$ cat config.mk
export PLATFORM = sky130hd
export DESIGN_NAME = spi_arbiter
export DESIGN_NICKNAME = d
export VERILOG_FILES = /design/src/rtl/spi_arbiter.sv
export SDC_FILE = /design/constraint.sdc
export NUM_CORES = 1
export LEC_CHECK = 0
export BUFFER_PORTS_ARGS = -buffer_cell sky130_fd_sc_hd__buf_4
export CORE_MARGIN = 2
export CORE_UTILIZATION = 44
export DETAILED_ROUTE_END_ITERATION = 12
export PLACE_DENSITY = 0.81
export SLEW_MARGIN = 40
export SYNTH_ARGS = -nofsm -noshare
export SYNTH_HDL_FRONTEND = slang
export SYNTH_SLANG_ARGS = --single-unit
$ cat constraint.sdc
create_clock -name clk -period 5.05 [get_ports clk]
set_input_delay 0.2525 -clock clk [delete_from_list [all_inputs] [get_ports clk]]
set_output_delay 0.2525 -clock clk [all_outputs]
set_load 0.005 [all_outputs]
$ cat src/rtl/spi_arbiter.sv
// spi_arbiter: shares one SPI master among five configuration requesters
// (trigger pot, CH1/CH2/CH3 gain pots, calibration EEPROM).
// Round-robin arbitration, one 16-bit transaction at a time, with a
// watchdog that aborts a transaction if the SPI master never finishes.
//
// Ports:
//   clk, rst_n         clock, asynchronous active-low reset
//   req[4:0]           level requests (0=trig,1=ch1,2=ch2,3=ch3,4=EEP)
//   req_cmd[79:0]      command for requester i at [16i+15:16i]
//   ack[4:0]           one-clk completion pulse to the served requester
//   rd_data[15:0]      SPI read data, valid with ack, held until next completion
//   err                high with ack when the transaction timed out
//   busy               arbiter not idle
//   wrt_SPI            one-clk launch strobe to the SPI master
//   SPI_cmd[15:0]      command presented to the SPI master
//   SPI_done           completion pulse from the SPI master
//   SPI_data_out[15:0] shifted-in data from the SPI master
//   ss[2:0]            slave-select code (= winning index)
module spi_arbiter #(
  parameter int TIMEOUT = 1024,
  parameter int TO_W    = 10
) (
  input  logic        clk,
  input  logic        rst_n,
  input  logic [4:0]  req,
  input  logic [79:0] req_cmd,
  output logic [4:0]  ack,
  output logic [15:0] rd_data,
  output logic        err,
  output logic        busy,
  output logic        wrt_SPI,
  output logic [15:0] SPI_cmd,
  input  logic        SPI_done,
  input  logic [15:0] SPI_data_out,
  output logic [2:0]  ss
);

  typedef enum logic [1:0] {IDLE, LAUNCH, WAIT, DONE} state_t;

  state_t            state_q, state_d;
  logic [2:0]        idx_q, idx_d;     // granted requester; also the ss code
  logic [2:0]        last_q, last_d;   // last served requester
  logic [TO_W-1:0]   cnt_q, cnt_d;
  logic [15:0]       cmd_q, cmd_d;
  logic [15:0]       rd_q, rd_d;
  logic [4:0]        ack_q, ack_d;
  logic              err_q, err_d;
  logic              wrt_q, wrt_d;
  logic [2:0]        win;

  // First set request searching upward from last+1, wrapping 4 -> 0.
  function automatic logic [2:0] rr_pick(input logic [4:0] r, input logic [2:0] last);
    logic [2:0] j;
    logic [2:0] pick;
    logic       found;
    pick  = 3'd0;
    found = 1'b0;
    j     = last;
    for (int k = 0; k < 5; k++) begin
      j = (j >= 3'd4) ? 3'd0 : j + 3'd1;
      if (!found && r[j]) begin
        pick  = j;
        found = 1'b1;
      end
    end
    return pick;
  endfunction

  assign win = rr_pick(req, last_q);

  always_ff @(posedge clk or negedge rst_n) begin
    if (!rst_n) begin
      state_q <= IDLE;
      idx_q   <= 3'd0;
      last_q  <= 3'd4;   // index 0 gets first service after reset
      cnt_q   <= '0;
      cmd_q   <= 16'h0000;
      rd_q    <= 16'h0000;
      ack_q   <= 5'b00000;
      err_q   <= 1'b0;
      wrt_q   <= 1'b0;
    end else begin
      state_q <= state_d;
      idx_q   <= idx_d;
      last_q  <= last_d;
      cnt_q   <= cnt_d;
      cmd_q   <= cmd_d;
      rd_q    <= rd_d;
      ack_q   <= ack_d;
      err_q   <= err_d;
      wrt_q   <= wrt_d;
    end
  end

  always_comb begin
    state_d = state_q;
    idx_d   = idx_q;
    last_d  = last_q;
    cnt_d   = cnt_q;
    cmd_d   = cmd_q;
    rd_d    = rd_q;
    ack_d   = 5'b00000;
    err_d   = 1'b0;
    wrt_d   = 1'b0;
    case (state_q)
      IDLE: begin
        if (|req) begin
          // idx/cmd latched here stay put until the next grant so ss never
          // moves while the SPI master holds a select low.
          idx_d   = win;
          cmd_d   = req_cmd[{win, 4'b0000} +: 16];
          wrt_d   = 1'b1;
          state_d = LAUNCH;
        end
      end
      LAUNCH: begin
        cnt_d   = '0;
        state_d = WAIT;
      end
      WAIT: begin
        cnt_d = cnt_q + TO_W'(1);
        // A done coinciding with the timeout is treated as a success.
        if (SPI_done) begin
          rd_d    = SPI_data_out;
          ack_d   = 5'b00001 << idx_q;
          state_d = DONE;
        end else if (cnt_q == TO_W'(TIMEOUT - 1)) begin
          rd_d    = 16'h0000;
          err_d   = 1'b1;
          ack_d   = 5'b00001 << idx_q;
          state_d = DONE;
        end
      end
      DONE: begin
        last_d  = idx_q;
        state_d = IDLE;
      end
      default: state_d = IDLE;
    endcase
  end

  assign ack     = ack_q;
  assign rd_data = rd_q;
  assign err     = err_q;
  assign busy    = (state_q != IDLE);
  assign wrt_SPI = wrt_q;
  assign SPI_cmd = cmd_q;
  assign ss      = idx_q;

endmodule
; After elaboration in Yosys (flattened, before gate mapping)
; Cells that the tools add are included.
[totals]
ff_bits = 57
word_cells = 88
[op_classes]
add_sub_neg = 6
n_lt_le_gt_ge = 10
n_eq_ne = 6
n_shift = 2
mux = 39
n_reduce_logical = 16
[op_table]
columns = cell, n
row1 = variable part select 80 x 8 -> 16 bit, 1
row2 = 2-to-1 mux 16 bit, 2
row3 = 2-to-1 mux 3 bit, 10
row4 = "< comparator 3 x 4 -> 1 bit, second input constant", 5
row5 = one-hot mux 10 bit (2 select lines), 1
row6 = "adder 3 x 1 -> 3 bit, second input constant", 5
row7 = binary-select mux 1 bit (select 3 bit), 5
row8 = ">= comparator 3 bit, second input constant", 5
row9 = 2-to-1 mux 5 bit, 3
row10 = 2-to-1 mux 1 bit, 14
row11 = "adder 10 x 1 -> 10 bit, second input constant", 1
row12 = "equality test 10 bit, second input constant", 1
row13 = one-hot mux 2 bit (4 select lines), 1
row14 = 2-to-1 mux 2 bit, 3
row15 = AND reduction 2 bit, 3
row16 = nonzero test 2 bit, 3
row17 = OR reduction 5 bit, 1
row18 = "<< shifter 1 x 3 -> 5 bit, first input constant", 1
row19 = "equality test 2 bit, second input constant", 2
row20 = logical AND 1 bit, 4
row21 = zero test 1 bit, 4
row22 = "!= test 3 bit, second input constant", 1
row23 = "equality test 2 x 1 -> 1 bit, second input constant", 1
row24 = zero test 2 bit, 1
row25 = "!= test 2 bit, second input constant", 1

; Depth between registers and ports, before layout
; Gate-level depths: netlist of the first run.
[logic_depth]
ltp_word = 18
mapped_depth = 24

; Worst setup path after synthesis of the first run
; No wires, ideal clock.
[synth_path]
path_type = reg-to-reg
start = register last_q[0]
end = register cmd_q[4] (netlist: SPI_cmd[4])
arrival_ns = 5.080
required_time_ns = 4.921
path_slack_ns = -0.159
path_stages_with_launch = 25
path_buffers = 2
period_less_slack_ns = 5.209
path_cell_list = dfrtp_1 > buf_6 > inv_1 > ha_1 > nor2b_1 > ha_1 > and2_1 > ha_1 > inv_1 > a21oi_1 > ha_1 > nor2b_1 > a31oi_1 > inv_1 > ha_1 > nor2b_1 > o2111ai_1 > and3_1 > nor4_1 > a32oi_1 > o21ai_4 > buf_6 > mux2_1 > nor3_1 > a211oi_2
[synth_between]
elab_chain_len = 18
word_cells_on_any_way = 43
[synth_lines]
columns = item, line_no
row1 = start: declaration, 42  ; logic [2:0] last_q, last_d;
row2 = start signal: assignment, 85  ; last_q <= last_d;
row3 = adder 3 x 1 -> 3 bit / >= comparator 3 bit (equally long branches), 60  ; j = (j >= 3'd4) ? 3'd0 : j + 3'd1;
row4 = 2-to-1 mux 3 bit (*), 60
row5 = "parallel branches: the longest is 14 deep, another holds adder 3 x 1 -> 3 bit", n/a
row6 = 2-to-1 mux 3 bit (*), 61  ; if (!found && r[j]) begin
row7 = variable part select 80 x 8 -> 16 bit (*), 111  ; cmd_d = req_cmd[{win, 4'b0000} +: 16];
row8 = end signal: assignment, 87  ; cmd_q <= cmd_d;
row9 = end: declaration, 44  ; logic [15:0] cmd_q, cmd_d;
; Mark *: on every way between the ends. The select of a mux whose other input is x is not followed.
; A chain may end at the register's enable or synchronous reset.

; Worst setup path after layout of the first run
[layout_path]
start = register last_q[0]
end = register cmd_q[5] (netlist: SPI_cmd[5])
; Same word-level chain as after synthesis.

==> Implementation_results.wiki, run 1 <==
{| class="wikitable"
! Metric !! Value
|-
| Core outline area || 0.00813 mm²
|-
| Buffers from clock root to sink, at most || 2
|-
| Antenna violation net count after detailed routing || 0
|-
| Cell with the most instances after synthesis || sky130_fd_sc_hd__dfrtp_1
|-
| Largest driver fanout on the critical path || 13
|-
| Via Count || 3640
|-
| Top-Level Pins || 147
|-
| Net count after synthesis || 482
|-
| Lkg Pwr || 2.44 nW
|-
| Area share of the largest cell type after synthesis || 0.385
|-
| Layout-stage area growth over the synthesis result || 44.8%
|-
| Overall routed net length || 11200 µm
|-
| Worst setup path class || register to register
|-
| Post-synthesis register bit count || 57
|-
| Transition time at the pin with the least slew margin || 0.753 ns
|-
| Std cell rows || 33
|-
| Largest net degree at the start of global routing || 58
|-
| Average detailed-routed wire length per instance || 17.6 µm
|-
| Average cell area after synthesis || 9.93 µm²
|-
| Final layout net count || 639
|-
| Crit path capture || SPI_cmd[5]
|-
| Final-report setup violation count || 0
|-
| Hold path startpoint || SPI_done
|-
| Latest clock arrival within the worst-skew pair || 0.34 ns
|-
| Post-route cell area || 0.00528 mm²
|-
| Worst ir drop on vdd || 0.000574 V
|-
| Final worst path period need || 4.84 ns
|-
| Final worst clock skew || 0.0192 ns
|-
| Area of the die || 0.00903 mm²
|-
| Power per unit of standard cell area || 938 mW/mm²
|-
| DRT Pass-1 Iters || 4
|-
| CTS tree || done
|-
| Final Cycle Share || 0.958
|-
| Hold violation total from the final report || 0
|-
| Hold slack final || 0.106 ns
|-
| Placer Congestion || 0.910
|-
| Final slew viol count || 0
|-
| Outcome || finished clean
|-
| Iteration-0 DRC Markers || 214
|-
| Total track usage || 0.246
|-
| Synth Warn # || 0
|-
| Worst path required time || 5.25 ns
|-
| Achievable Freq || 0.207 GHz
|-
| Critical path origin || last_q[0]
|-
| Buffer cell driving the clock tree root || sky130_fd_sc_hd__clkbuf_8
|-
| Layout cells sized above 1 || 0.435
|-
| Final non-filler cell total || 634
|-
| Residual overflow from global routing || 0
|-
| Global-route wire length before repair || 17300 µm
|-
| Hold Path Class || input port to register
|-
| Crit start category || register
|-
| Yosys top cell by area || sky130_fd_sc_hd__dfrtp_1
|-
| Number of distinct standard cells referenced by the synthesized netlist || 67
|-
| Synth async-reset ratio || 1.00
|-
| Per-cell via count in the routed design || 5.74
|-
| Post-route worst setup slack || 0.215 ns
|-
| Number of filler instances in the final layout || 654
|-
| Crit path arrival time || 5.04 ns
|-
| Setup WS pre-CTS || -0.0577 ns
|-
| Count of port buffers added during placement || 146
|-
| Register-to-register setup slack || 0.21 ns
|-
| Remaining design rule violation count || 0
|-
| List of most frequent post-synthesis cells || sky130_fd_sc_hd__dfrtp_1, sky130_fd_sc_hd__nand2_1, sky130_fd_sc_hd__a22o_1, sky130_fd_sc_hd__inv_1, sky130_fd_sc_hd__mux2i_1
|-
| Dominant synthesized flop cell || sky130_fd_sc_hd__dfrtp_1
|-
| Sequential cell area fraction in the yosys report || 0.392
|-
| Biggest area contributors in the synthesized netlist || sky130_fd_sc_hd__dfrtp_1, sky130_fd_sc_hd__mux2i_1, sky130_fd_sc_hd__a22o_1, sky130_fd_sc_hd__mux2_2, sky130_fd_sc_hd__ha_1
|-
| Critical path capture point type || register
|-
| Netlist area before placement || 0.00364 mm²
|-
| DIE WIDTH || 95 µm
|-
| Number of antenna violations at the first check in global routing || 0
|-
| Number of enable-type register cells in the synthesized netlist || 0
|-
| Gate Count Post-Synth || 367
|-
| Depth of the worst register-to-register path || 23
|-
| Total of max-cap violations || 0
|-
| Total clock buffers created by CTS || 9
|-
| N_diodes || 0
|-
| Initial Util || 0.448
|-
| Post-place instance area || 0.00490 mm²
|-
| Reg clk slew, reported paths || 0.08 ns
|-
| H-tree depth || 3
|-
| Count of placed standard cells including taps || 613
|-
| Detailed placer's ending HPWL || 8330 µm
|-
| TritonCTS Sinks || 57
|-
| Die outline height || 95 µm
|-
| Reg2reg start || last_q[0]
|-
| Capturing point of the worst reg2reg path || SPI_cmd[5]
|-
| Via count of the first global-routing pass || 3589
|-
| Relative max-transition margin || 0.494
|-
| Final Power || 0.00495 W
|}
## stage by stage
step	utilization	setup TNS (ns)
2_1_floorplan	-	-0.00564
3_3_place_gp	0.602	0
3_5_place_dp	0.603	-0.0611
4_1_cts	0.639	0
5_1_grt	0.649	-0.154
6_report	0.649	0
## sequential cells by signal (all words and copies together), names as in the netlist
signal	flops
SPI_cmd	16
rd_data	16
cnt_q	10
ack	5
last_q	3
ss	3
state_q	2
err	1
wrt_SPI	1
## per-layer routing
metal | GRT usage | vias up | part of all wire
met5 | 0 | - | 0
met4 | 0.0894 | 0 | 0.025
met3 | 0.0335 | 21 | 0.061
met2 | 0.418 | 160 | 0.50
met1 | 0.319 | 1754 | 0.42
li1 | - | 1705 | -
## how the worst min path moves through the flow
stage | endpoint | slack [ns] | depth (start not counted)
2_1_floorplan | SPI_cmd[0] | -0.04 | 0
3_3_place_gp | rd_data[5] | 0.35 | 1
3_5_place_dp | rd_data[5] | 0.35 | 1
4_1_cts | err | 0.09 | 2
5_1_grt | err | 0.1 | 2
6_report | err | 0.11 | 2
## power breakdown
group	switching, W	internal, W	total, W
clock network	0.000197	0.000333	0.000530
registers	0.000132	0.000640	0.000772
logic	0.00193	0.00171	0.00365
total	0.00226	0.00269	0.00495
## what timing repair did
item,4_1_cts,5_1_grt
buffers inserted,0,4
gates cloned,1,0
endpoints found under the hold margin,35,0
hold buffers,1,0
pin swaps,1,3
resized for setup,1,15
setup endpoints to repair,3,17
## critical path: stages, from the launching register on
cell and delay (ns):
sky130_fd_sc_hd__dfrtp_1 0.34, sky130_fd_sc_hd__inv_1 0.06, sky130_fd_sc_hd__ha_1 0.32, sky130_fd_sc_hd__nor2b_1 0.16
sky130_fd_sc_hd__ha_1 0.30, sky130_fd_sc_hd__and2_1 0.16, sky130_fd_sc_hd__ha_1 0.29, sky130_fd_sc_hd__inv_1 0.07
sky130_fd_sc_hd__a21oi_2 0.18, sky130_fd_sc_hd__ha_4 0.25, sky130_fd_sc_hd__nor2b_1 0.14, sky130_fd_sc_hd__a31oi_2 0.20
sky130_fd_sc_hd__inv_2 0.07, sky130_fd_sc_hd__ha_4 0.26, sky130_fd_sc_hd__nor2b_2 0.12, sky130_fd_sc_hd__o2111ai_2 0.12
sky130_fd_sc_hd__and3_4 0.23, sky130_fd_sc_hd__nor4_4 0.25, sky130_fd_sc_hd__a32oi_2 0.16, sky130_fd_sc_hd__o21ai_4 0.24
sky130_fd_sc_hd__buf_12 0.17, sky130_fd_sc_hd__mux2_1 0.33, sky130_fd_sc_hd__nor3_1 0.21, sky130_fd_sc_hd__a211oi_2 0.08
## area by class of cell
| type | instances | area (µm²) | share of cell area |
|---|---|---|---|
| timing repair buffer | 165 | 1260 | 0.238 |
| clock inverter | 7 | 125 | 0.0237 |
| multi-input combinational | 272 | 2140 | 0.406 |
| sequential | 57 | 1430 | 0.271 |
| inverter | 19 | 71.3 | 0.0135 |
| tap | 105 | 131 | 0.0249 |
| clock buffer | 9 | 124 | 0.0235 |
## layout by cell type, fill, tap and decap left out, types with 6 or more instances in the layout
cell type / netlist / routed
sky130_fd_sc_hd__a22o_1: 19 / 19
sky130_fd_sc_hd__o21ai_0: 15 / 13
sky130_fd_sc_hd__o211ai_1: 12 / 12
sky130_fd_sc_hd__nand2_1: 22 / 22
sky130_fd_sc_hd__mux2_2: 13 / 13
sky130_fd_sc_hd__nor2b_1: 8 / 7
sky130_fd_sc_hd__dfrtp_1: 56 / 56
sky130_fd_sc_hd__nor3_1: 11 / 10
sky130_fd_sc_hd__clkbuf_8: 0 / 9
sky130_fd_sc_hd__inv_1: 19 / 18
sky130_fd_sc_hd__ha_1: 11 / 9
sky130_fd_sc_hd__mux2i_1: 19 / 14
sky130_fd_sc_hd__nor2_1: 18 / 18
sky130_fd_sc_hd__buf_4: 1 / 162
sky130_fd_sc_hd__a22oi_1: 8 / 8
sky130_fd_sc_hd__nand2b_1: 6 / 6
sky130_fd_sc_hd__o22ai_1: 11 / 11
sky130_fd_sc_hd__nand3_1: 14 / 14
## logic make-up (layout without fill, tap and decap cells)
| group | after synthesis | count (layout) | share of synthesized area |
|---|---|---|---|
| AND/OR/NAND/NOR | 116 | 116 | 0.183 |
| AO/OA/AOI/OAI | 106 | 106 | 0.222 |
| flip-flops | 57 | 57 | 0.392 |
| buffers and inverters | 38 | 200 | 0.0525 |
| multiplexers | 37 | 37 | 0.108 |
| adder cells (fa/ha/maj) | 11 | 11 | 0.0378 |
| XOR/XNOR | 2 | 2 | 0.00481 |
(Power assumes the default switching activity.)
==> run 2, diff against run 1 <==
--- a/config.mk
+++ b/config.mk
@@ -6,10 +6,12 @@
 export NUM_CORES = 1
 export LEC_CHECK = 0
 export BUFFER_PORTS_ARGS = -buffer_cell sky130_fd_sc_hd__buf_4
+export CAP_MARGIN = 5
 export CORE_MARGIN = 2
 export CORE_UTILIZATION = 44
 export DETAILED_ROUTE_END_ITERATION = 12
 export PLACE_DENSITY = 0.81
+export SETUP_SLACK_MARGIN = 0.5
 export SLEW_MARGIN = 40
 export SYNTH_ARGS = -nofsm -noshare
 export SYNTH_HDL_FRONTEND = slang
==> Implementation_results.wiki, run 2 (synthesis gave the netlist of run 1 again) <==
{| class="wikitable"
! Metric !! Value
|-
| Number of filler instances in the final layout || 612
|-
| Residual overflow from global routing || 0
|-
| Relative max-transition margin || 0.482
|-
| DIE WIDTH || 95 µm
|-
| Setup repair after global routing missed its margin || yes
|-
| Worst path required time || 5.30 ns
|-
| Slowest Stage Delay on Critical Path || 0.39 ns
|-
| Most common cell after layout, fill and taps aside || sky130_fd_sc_hd__buf_4
|-
| H-tree depth || 3
|-
| Std cell rows || 33
|-
| Buffers from clock root to sink, at most || 2
|-
| Reg clk slew, reported paths || 0.07 ns
|-
| Count of port buffers added during placement || 146
|-
| N_diodes || 0
|-
| Via Count || 3693
|-
| Core outline area || 0.00813 mm²
|-
| Latest clock arrival within the worst-skew pair || 0.34 ns
|-
| CTS tree || done
|-
| TritonCTS Sinks || 57
|-
| Crit path arrival time || 4.78 ns
|-
| Post-place instance area || 0.00497 mm²
|-
| Placer Congestion || 0.911
|-
| Worst setup path class || register to register
|-
| Die outline height || 95 µm
|-
| Hold Path Class || input port to register
|-
| Top-Level Pins || 147
|-
| Final Cycle Share || 0.898
|-
| Total track usage || 0.258
|-
| Final slew viol count || 0
|-
| Total of max-cap violations || 0
|-
| DRT Pass-1 Iters || 5
|-
| Largest driver fanout on the critical path || 8
|-
| Per-cell via count in the routed design || 5.79
|-
| Overall routed net length || 11300 µm
|-
| Cell type of the slowest stage on the worst timing path || sky130_fd_sc_hd__dfrtp_1
|-
| Final layout net count || 643
|-
| Iteration-0 DRC Markers || 184
|-
| Number of antenna violations at the first check in global routing || 0
|-
| Detailed placer's ending HPWL || 8040 µm
|-
| Via count of the first global-routing pass || 3716
|-
| Final worst clock skew || 0.00697 ns
|-
| Largest net degree at the start of global routing || 58
|-
| Count of placed standard cells including taps || 606
|-
| Crit start category || register
|-
| Total negative setup slack || 0 ns
|-
| Total clock buffers created by CTS || 9
|-
| Final-report setup violation count || 0
|-
| Remaining design rule violation count || 0
|-
| Critical path capture point type || register
|-
| Antenna violation net count after detailed routing || 0
|-
| Outcome || finished clean
|-
| Hold violation total from the final report || 0
|-
| Initial Util || 0.448
|-
| Post-route worst setup slack || 0.517 ns
|-
| Achievable Freq || 0.221 GHz
|-
| Most frequent cells in the layout || sky130_fd_sc_hd__buf_4, sky130_fd_sc_hd__dfrtp_1, sky130_fd_sc_hd__nand2_1
|-
| Series of cell instances along the critical path || inv_4 > ha_4 > nor2b_4 > ha_4 > and2_4 > ha_4 > inv_4 > a21oi_4 > ha_4 > nor2b_4 > a31oi_4 > inv_2 > ha_4 > nor2_1 > o211ai_1 > a21oi_2 > nor4_4 > a32oi_2 > o21ai_4 > buf_6 > buf_16 > buf_4 > mux2i_2 > a211oi_2
|-
| Post-route cell area || 0.00556 mm²
|-
| Final non-filler cell total || 638
|-
| Area of the die || 0.00903 mm²
|-
| Global-route wire length before repair || 18000 µm
|-
| Setup WS pre-CTS || 0.280 ns
|-
| Layout cells sized above 1 || 0.495
|-
| Average detailed-routed wire length per instance || 17.7 µm
|-
| Crit path top cell by count || sky130_fd_sc_hd__ha_4
|-
| Buffer cell driving the clock tree root || sky130_fd_sc_hd__clkbuf_8
|-
| Final worst path period need || 4.53 ns
|-
| Layout-stage area growth over the synthesis result || 52.7%
|-
| Transition time at the pin with the least slew margin || 0.772 ns
|}
[run 2: through the flow]
stage	utilization	hold WS, ns
after floorplan	-	-0.0431
after global placement	0.611	0.345
after detailed placement	0.611	0.349
after CTS	0.663	0.0706
after global routing	0.684	0.0827
final	0.684	0.0888
[run 2: path summary, 6_finish.rpt]
check	startpoint	end	slack (ns)	cells past startpoint
max in group asynchronous	rst_n	cnt_q[1]	4.07	2
min reg2reg	cnt_q[0]	cnt_q[0]	0.50	1
min	SPI_done	err	0.09	2
max reg2reg	last_q[0]	SPI_cmd[3]	0.52	24
max	last_q[0]	SPI_cmd[3]	0.52	24
min in group asynchronous	rst_n	rd_data[9]	0.51	2
[run 2: critical path, delay by kind of cell, from the launching register on]
family          cells  cell delay [ns]
compound gates      7             1.33
fa+ha+maj           5             1.29
buf+inv             6             0.59
flops               1             0.39
mux                 1             0.15
simple gates        5             0.66
[run 2: metal layers]
metal  track usage  wire [µm]  vias to the layer above
li1              -          -                     1717
met1         0.316       4570                     1790
met2         0.440       5810                      164
met3        0.0638        737                       22
met4        0.0954        198                        0
met5             0          0                        -
[run 2: what timing repair did]
item	CTS	global route
buffers inserted	9	3
endpoints found under the setup margin	16	16
resized for setup	7	34
hold buffers	1	0
hold endpoints to repair	56	0
cloned	3	0
pin swaps	3	12
[run 2: cell type report]
type / instances / area (µm²) / area share
multi-input combinational: 272 / 2340 / 0.421
timing repair buffer: 169 / 1360 / 0.244
tap: 105 / 131 / 0.0236
inverter: 19 / 76.3 / 0.0137
clock buffer: 9 / 124 / 0.0223
sequential: 57 / 1430 / 0.257
clock inverter: 7 / 101 / 0.0182
Power of run 2 is left out: the tool's default activity adds up to more than one toggle a clock period on the data nets, which glitch-free logic cannot reach.
